`src/rtl/dkong_hs_ram_arbiter.sv`:
```
// Arbitrates the main-CPU work RAM port between the Z80 and the hiscore engine.
// Hiscore accesses pause the CPU, wait a settle delay, then take the port for one access.
module dkong_hs_ram_arbiter #(
    parameter logic [15:0] RAM_BASE = 16'h6000,
    parameter int unsigned RAM_AW   = 12,
    parameter int unsigned SETTLE   = 2,
    parameter int unsigned HOLD     = 255
) (
    input  logic              I_CLK_24576M,
    input  logic              I_RESETn,
    input  logic              I_HS_REQ,
    input  logic              I_HS_WE,
    input  logic [15:0]       I_HS_ADDR,
    input  logic [7:0]        I_HS_WDATA,
    output logic [7:0]        O_HS_RDATA,
    output logic              O_HS_ACK,
    output logic              O_PAUSE_REQ,
    input  logic              I_CPU_PAUSED,
    input  logic [RAM_AW-1:0] I_CPU_ADDR,
    input  logic              I_CPU_WE,
    input  logic [7:0]        I_CPU_WDATA,
    output logic [RAM_AW-1:0] O_RAM_ADDR,
    output logic              O_RAM_WE,
    output logic [7:0]        O_RAM_WDATA,
    input  logic [7:0]        I_RAM_RDATA,
    output logic              O_BUSY
);

    typedef enum logic [2:0] {
        StIdle,
        StPauseWait,
        StSettle,
        StAccess,
        StRead,
        StAck,
        StHold
    } state_e;

    localparam logic [16:0] WinSize    = 17'd1 << RAM_AW;
    localparam logic [3:0]  SettleLoad = 4'(SETTLE - 1);
    localparam logic [7:0]  HoldLast   = 8'(HOLD - 1);

    state_e      state_q, state_d;
    logic [3:0]  settle_q, settle_d;
    logic [7:0]  hold_q, hold_d;
    logic [7:0]  rdata_q, rdata_d;
    logic        pause_q, pause_d;
    logic [16:0] hs_off;
    logic        in_win;
    logic        hs_own;

    // Below-base addresses wrap to a large 17-bit value and fall outside the window.
    assign hs_off = {1'b0, I_HS_ADDR} - {1'b0, RAM_BASE};
    assign in_win = hs_off < WinSize;

    always_comb begin
        state_d  = state_q;
        settle_d = settle_q;
        hold_d   = hold_q;
        rdata_d  = rdata_q;
        unique case (state_q)
            StIdle: begin
                if (I_HS_REQ) begin
                    if (in_win) begin
                        state_d = StPauseWait;
                    end else begin
                        state_d = StAck;
                        rdata_d = 8'hFF;
                    end
                end
            end
            StPauseWait: begin
                if (I_CPU_PAUSED) begin
                    settle_d = SettleLoad;
                    state_d  = (SETTLE <= 1) ? StAccess : StSettle;
                end
            end
            StSettle: begin
                if (!I_CPU_PAUSED) begin
                    state_d = StPauseWait;
                end else if (settle_q <= 4'd1) begin
                    state_d = StAccess;
                end else begin
                    settle_d = settle_q - 4'd1;
                end
            end
            StAccess: state_d = I_HS_WE ? StAck : StRead;
            StRead: begin
                rdata_d = I_RAM_RDATA;
                state_d = StAck;
            end
            StAck: begin
                hold_d  = '0;
                state_d = pause_q ? StHold : StIdle;
            end
            StHold: begin
                if (I_HS_REQ && in_win) begin
                    state_d = I_CPU_PAUSED ? StAccess : StPauseWait;
                end else if (I_HS_REQ) begin
                    state_d = StAck;
                    rdata_d = 8'hFF;
                end else if (hold_q >= HoldLast) begin
                    state_d = StIdle;
                end else begin
                    hold_d = hold_q + 8'd1;
                end
            end
            default: state_d = StIdle;
        endcase
        // An ACK keeps the pause only if it was already held (in-window or burst path).
        pause_d = (state_d != StIdle) && ((state_d != StAck) || pause_q);
    end

    always_ff @(posedge I_CLK_24576M) begin
        if (!I_RESETn) begin
            state_q  <= StIdle;
            settle_q <= '0;
            hold_q   <= '0;
            rdata_q  <= 8'h00;
            pause_q  <= 1'b0;
        end else begin
            state_q  <= state_d;
            settle_q <= settle_d;
            hold_q   <= hold_d;
            rdata_q  <= rdata_d;
            pause_q  <= pause_d;
        end
    end

    assign hs_own      = (state_q == StAccess) || (state_q == StRead);
    assign O_RAM_ADDR  = hs_own ? hs_off[RAM_AW-1:0] : I_CPU_ADDR;
    assign O_RAM_WE    = hs_own ? ((state_q == StAccess) && I_HS_WE) : I_CPU_WE;
    assign O_RAM_WDATA = hs_own ? I_HS_WDATA : I_CPU_WDATA;

    assign O_HS_RDATA  = rdata_q;
    assign O_HS_ACK    = (state_q == StAck);
    assign O_PAUSE_REQ = pause_q;
    assign O_BUSY      = (state_q != StIdle);

endmodule

```
`config.mk`:
```
export PLATFORM = sky130hd
export DESIGN_NAME = dkong_hs_ram_arbiter
export DESIGN_NICKNAME = d
export VERILOG_FILES = /design/src/rtl/dkong_hs_ram_arbiter.sv
export SDC_FILE = /design/constraint.sdc
export NUM_CORES = 1
export LEC_CHECK = 0
export ABC_AREA = 1
export CORE_ASPECT_RATIO = 1.4
export CORE_MARGIN = 2
export CORE_UTILIZATION = 35
export CTS_CLUSTER_DIAMETER = 150
export DETAILED_ROUTE_END_ITERATION = 7
export PLACE_DENSITY_LB_ADDON = 0.3
export SLEW_MARGIN = 25
export SYNTH_ARGS = -nofsm -noshare
export SYNTH_HDL_FRONTEND = slang
export SYNTH_SLANG_ARGS = --single-unit
```
`constraint.sdc`:
```
create_clock -name I_CLK_24576M -period 1.4 [get_ports I_CLK_24576M]
set_clock_uncertainty 0.1 [all_clocks]
set_input_delay 0.28 -clock I_CLK_24576M [delete_from_list [all_inputs] [get_ports I_CLK_24576M]]
set_output_delay 0.28 -clock I_CLK_24576M [all_outputs]
set_load 0.03 [all_outputs]
```
======== Yosys cells after proc, flatten, opt, wreduce, memory -nomap -nowiden ========
Cells that the tools add are included.
Widths: inputs -> output; s select.
storage, ports and cells
  register bits after elaboration ......... 24
  output and inout port bits .............. 32
  logic and storage cells ................. 69
cells by class
  add/sub/neg operators ................... 3
  order comparisons ....................... 3
  equality and inequality tests ........... 16
  multiplexer cells ....................... 28
  reductions and logical operators ........ 14
operators by type and width
  operator                count
  $mux 8                  8
  $mux 3                  9
  $pmux 8 s3              1
  $pmux 3 s7              1
  $ne 2x2->1 const B      9
  $lt 17x13->1 const B    1
  $sub 16x15->17 const B  1
  $pmux 8 s2              1
  $mux 12                 1
  $mux 4                  3
  $eq 3x3->1 const B      3
  $reduce_bool 3->1       3
  $add 8x1->8 const B     1
  $ge 8x8->1 const B      1
  $pmux 4 s2              1
  $reduce_and 4->1        2
  $eq 3x2->1 const B      2
  $reduce_and 5->1        1
  $le 4x1->1 const B      1
  $reduce_bool 2->1       2
  $sub 4x1->4 const B     1
  $eq 3x1->1 const B      1
  $logic_and 1x1->1       3
  $logic_not 3->1         1
  other kinds (4)         6

======== Depth between registers and ports, before layout ========
  word-level depth ........................ 8
  mapped depth ............................ 11

======== Worst setup path after synthesis ========
No wires, ideal clock.
  path type ............................... reg-to-output
  start ................................... register state_q[0]
  end ..................................... output port O_RAM_ADDR[0]
  arrival ................................. 1.303 ns
  data required time ...................... 1.020 ns
  slack ................................... -0.283 ns
  cell stages (with the launch flop) ...... 6
  buffers on the path ..................... 1
  cells stage by stage .................... dfxtp_1 > nor2_2 > nand2_1 > nand2_1 > buf_4 > mux2_1
between the ends
  longest elaborated chain between the ends .. 3
  elaborated cells on any way between the ends .. 4
  those cells by class .................... eq/ne (2); mux (1); reduce/logical (1)
RTL lines
  element                                          line  text
  start: declaration                               43    state_e state_q, state_d;
  start signal: assignment                         116   state_q <= StIdle;
  start signal: assignment                         122   state_q <= state_d;
  $eq 3x2->1 / $eq 3x3->1 (equally long branches)  130   assign hs_own = (state_q == StAccess) || (state_q == StRead);
  $logic_or 1x1->1 *                               130
  $mux 12 *                                        131   assign O_RAM_ADDR = hs_own ? hs_off[RAM_AW-1:0] : I_CPU_ADDR;
  end: declaration                                 22    output logic [RAM_AW-1:0] O_RAM_ADDR,
Every way passes the cells marked *; elsewhere a longest branch is shown, timed or not.

======== Final worst setup path ========
  start ................................... register state_q[0]
  end ..................................... output port O_RAM_ADDR[6]
Same word-level chain as after synthesis.

==> metrics.log <==
INFO  metric status = finished, violations left
INFO  metric violations_in_the_final_reports = negative setup slack
INFO  metric worstSkewPairLatency = 280 ps
INFO  metric cp.arrival = 1590 ps
INFO  metric synthSimpleGateAreaFrac = 32.9%
INFO  metric cts_inserted_buffers = 3
INFO  metric finalNonFillerCells = 428
INFO  metric grt.met1_usage = 28.4%
INFO  metric dpl.hpwl = 4350 µm
INFO  metric ys_async_sr_fraction = 0%
INFO  metric detail_route.wirelength = 6550 µm
INFO  metric synth_xor_area_share = 1.62%
INFO  metric netlist-cell-type-count = 30
INFO  metric normalized_max_slew_margin = 73.6%
INFO  metric hold_path_startpoint = O_HS_RDATA[0]
INFO  metric routabilityCongestion = 0.898
INFO  metric setup_total_negative_slack = -16590 ps
INFO  metric power_frac_seq = 20.5%
INFO  metric max_clock_freq = 509 MHz
INFO  metric synth_top_area_share = 29.6%
INFO  metric fp.dieW = 61.6 µm
INFO  metric worstRegToRegCells = 14
INFO  metric critical_path.endpoint_type = output pin
INFO  metric cts_max_level = 1
INFO  metric number_of_warnings_printed_during_yosys_synthesis = 0
INFO  metric post_route_cell_area = 3410 µm²
INFO  metric grt.met2_usage = 45.7%
INFO  metric crit_reg_reg_endpoint = O_PAUSE_REQ
INFO  metric dr_total_vias = 2117
INFO  metric initial_util = 36.1%
INFO  metric combinational_power_share = 67.1%
INFO  metric synth_largest_area_cell = sky130_fd_sc_hd__dfxtp_1
INFO  metric net-switching-power = 1.90 mW
INFO  metric route.detailed.drc = 0
INFO  metric maximum_number_of_pins_on_one_net_before_global_route_repair = 15
INFO  metric grt_use_total = 24.4%
INFO  metric cts_tree = built
INFO  metric routedWlPerCell = 15.3 µm
INFO  metric seq_area_frac_synth = 29.6%
INFO  metric final_hold_viol_count = 0
INFO  metric synth_top_family_by_area = simple AND/OR/NAND/NOR gates
INFO  metric pwr_per_cell_area = 1320 nW/µm²
INFO  metric cp-startpoint = state_q[0]
INFO  metric worst-slew-pin-transition = 393 ps
INFO  metric postSynthCellCount = 229
INFO  metric number_of_global_route_vias_before_repair = 2068
INFO  metric synth.area.mux_share = 13.9%
INFO  metric floorplan.die.height = 84.6 µm
INFO  metric r2r_start = state_q[0]
INFO  metric worstHoldPathType = reg2reg
INFO  metric netlist_area = 1630 µm²
INFO  metric worst_hold_slack = 383 ps
INFO  metric p_int = 2.61 mW
INFO  metric most_repeated_cell_in_the_gate_level_netlist_after_synthesis = sky130_fd_sc_hd__nor2_1
INFO  metric global_route.overflow_total = 0
INFO  metric drive_above_1_share = 47.0%
INFO  metric placement.cell_area = 2930 µm²
INFO  metric fillCellCount = 320
INFO  metric dominant_register_cell_in_the_synthesized_netlist = sky130_fd_sc_hd__dfxtp_1
INFO  metric ys_ff_latch = 24
INFO  metric power_frac_clock = 12.4%
INFO  metric worstSetupStartpointType = flop
INFO  metric timing.critical_path.fanout_max = 6
INFO  metric synthAdderAreaFrac = 3.08%
INFO  metric worst_setup_hold_path_clk_slew = 90 ps
INFO  metric syn_nets = 291
INFO  metric netSwitchingFraction = 42.2%
INFO  metric grt_util_met3 = 2.16%
INFO  metric place.detailed.instances = 408
INFO  metric setup_repair_after_global_routing_missed_its_margin = true
INFO  metric postLayoutSetupSlackWorst = -565 ps
INFO  metric report.power.total = 4.51 mW
INFO  metric min_path_cells = 2
INFO  metric global_route.peak_usage_layer = met2
INFO  metric post_route_clock_period_utilization = 140%
INFO  metric grt_first_pass_wirelength = 9870 µm
INFO  metric antenna_violating_nets_post_route = 0
INFO  metric cts_buffer_depth = 2
INFO  metric synth_area_per_cell = 7.10 µm²
INFO  metric regToRegSetupSlack = -430 ps
INFO  metric ir_drop = 1300 µV
INFO  metric detail_route.first_pass.iterations = 4
INFO  metric drv_cap = 0
INFO  metric timing_worst_setup_path_type = reg2out
INFO  metric finalNetCount = 429
INFO  metric synthTopCellsByCount = sky130_fd_sc_hd__nor2_1, sky130_fd_sc_hd__nand2_1, sky130_fd_sc_hd__inv_1
INFO  metric insertedDiodeCount = 0
INFO  metric port-buffer-count = 89
INFO  metric leakage = 1.51 nW
INFO  metric synth_edf_count = 0
INFO  metric minimum_period_implied_by_the_final_worst_setup_slack = 1970 ps
INFO  metric slew_violations = 0
INFO  metric timing.critical_path.required = 1020 ps
INFO  metric core_region_area = 4500 µm²
INFO  metric fp-row-count = 29
INFO  metric end_point_of_the_worst_hold_path = O_HS_RDATA[0]
INFO  metric setup_viol = 46
INFO  metric floorplan.io_pins = 90
INFO  metric die-area = 5210 µm²
INFO  metric clock-root-buffer = sky130_fd_sc_hd__clkbuf_8
INFO  metric area_growth_from_synthesis_to_layout = 110%
INFO  metric grt_antenna_before_repair = 0
INFO  metric route.detailed.vias_per_inst = 4.95
INFO  metric number_of_design_rule_violations_left_by_the_first_detailed_router_iteration = 108
INFO  metric clock_sink_count = 24
INFO  metric synth_compound_gate_area_share = 9.93%
INFO  metric ranking_of_synthesized_cells_by_area = sky130_fd_sc_hd__dfxtp_1, sky130_fd_sc_hd__mux2_1, sky130_fd_sc_hd__nor2_1
-- sequential cells by signal, indices dropped and copies added (netlist names) --
| name | flops |
|---|---|
| O_HS_RDATA | 8 |
| hold_q | 8 |
| settle_q | 4 |
| state_q | 3 |
| O_PAUSE_REQ | 1 |
-- logic make-up (layout without fill, tap and decap cells) --
kind of cell             after synthesis  in the layout
XOR/XNOR                               3              3
AND/OR/NAND/NOR                      115            116
buffers and inverters                 34            170
multiplexers                          20             20
adder cells (fa/ha/maj)                4              4
AO/OA/AOI/OAI                         29             29
flip-flops                            24             24
-- cells in the final DEF, fill, tap and decap left out, types with 4 or more instances in the layout --
cell type / synthesis / layout
sky130_fd_sc_hd__a21oi_2: 0 / 4
sky130_fd_sc_hd__inv_2: 3 / 6
sky130_fd_sc_hd__buf_12: 0 / 4
sky130_fd_sc_hd__buf_4: 3 / 35
sky130_fd_sc_hd__o21ai_2: 2 / 12
sky130_fd_sc_hd__nor2_1: 41 / 33
sky130_fd_sc_hd__nand4_1: 7 / 7
sky130_fd_sc_hd__nand3_2: 2 / 7
sky130_fd_sc_hd__clkdlybuf4s50_1: 0 / 56
sky130_fd_sc_hd__mux2_4: 0 / 20
sky130_fd_sc_hd__inv_1: 25 / 20
sky130_fd_sc_hd__nand2_2: 2 / 9
sky130_fd_sc_hd__buf_6: 0 / 32
sky130_fd_sc_hd__dfxtp_1: 24 / 19
sky130_fd_sc_hd__nand2_1: 37 / 28
sky130_fd_sc_hd__nand3_1: 17 / 11
sky130_fd_sc_hd__nor2_4: 1 / 7
sky130_fd_sc_hd__clkbuf_2: 0 / 5
sky130_fd_sc_hd__nor2_2: 3 / 5
-- cell type report --
cell class | count | area, µm² | share of cell area (%)
clock buffer | 4 | 66.3 | 1.94
tap | 62 | 77.6 | 2.27
timing repair buffer | 136 | 1340 | 39.3
sequential | 24 | 494 | 14.5
inverter | 30 | 130 | 3.81
multi-input combinational | 172 | 1300 | 38.1
-- worst max path at each step --
stage / end / slack, ps
after floorplan: O_RAM_ADDR[0] / -140
after global placement: O_RAM_ADDR[11] / -640
final: O_RAM_ADDR[6] / -570
after CTS: O_RAM_ADDR[10] / -540
after detailed placement: O_RAM_ADDR[10] / -660
after global routing: O_RAM_ADDR[6] / -600
-- power by group through the flow --
stage / logic [mW] / registers [mW] / clock network [mW]
2_1_floorplan: 1.26 / 1.11 / 0
3_3_place_gp: 2.42 / 0.913 / 0
3_5_place_dp: 2.46 / 0.921 / 0
4_1_cts: 2.70 / 0.911 / 0.558
5_1_grt: 3.20 / 0.936 / 0.599
6_report: 3.03 / 0.923 / 0.561
-- through the flow --
step / utilization (%) / setup slack (ps)
after floorplan: - / -136
after global placement: 65.2 / -635
after detailed placement: 65.2 / -660
after CTS: 71.1 / -537
after global routing: 75.8 / -602
final: 75.8 / -565
-- worst max-delay path: stages (launching register included) --
cell,delay (ps)
sky130_fd_sc_hd__dfxtp_4,370
sky130_fd_sc_hd__nor2_4,140
sky130_fd_sc_hd__nand2_4,80
sky130_fd_sc_hd__nand2_4,110
sky130_fd_sc_hd__clkbuf_16,170
sky130_fd_sc_hd__mux2_4,300
sky130_fd_sc_hd__buf_6,140
-- metal layers --
| layer | wire length [µm] | vias to the layer above |
|---|---|---|
| met5 | 0 | - |
| met4 | 227 | 0 |
| met3 | 305 | 23 |
| met2 | 3670 | 88 |
| met1 | 2350 | 982 |
| li1 | - | 1024 |
-- what timing repair did --
item | 4_1_cts | 5_1_grt
hold buffers | 0 | 0
setup endpoints to repair | 52 | 54
cloned | 2 | 1
buffers inserted | 7 | 8
pin swaps | 9 | 17
gates resized for setup | 180 | 57
Note: power is estimated with default switching activity, not from simulation.
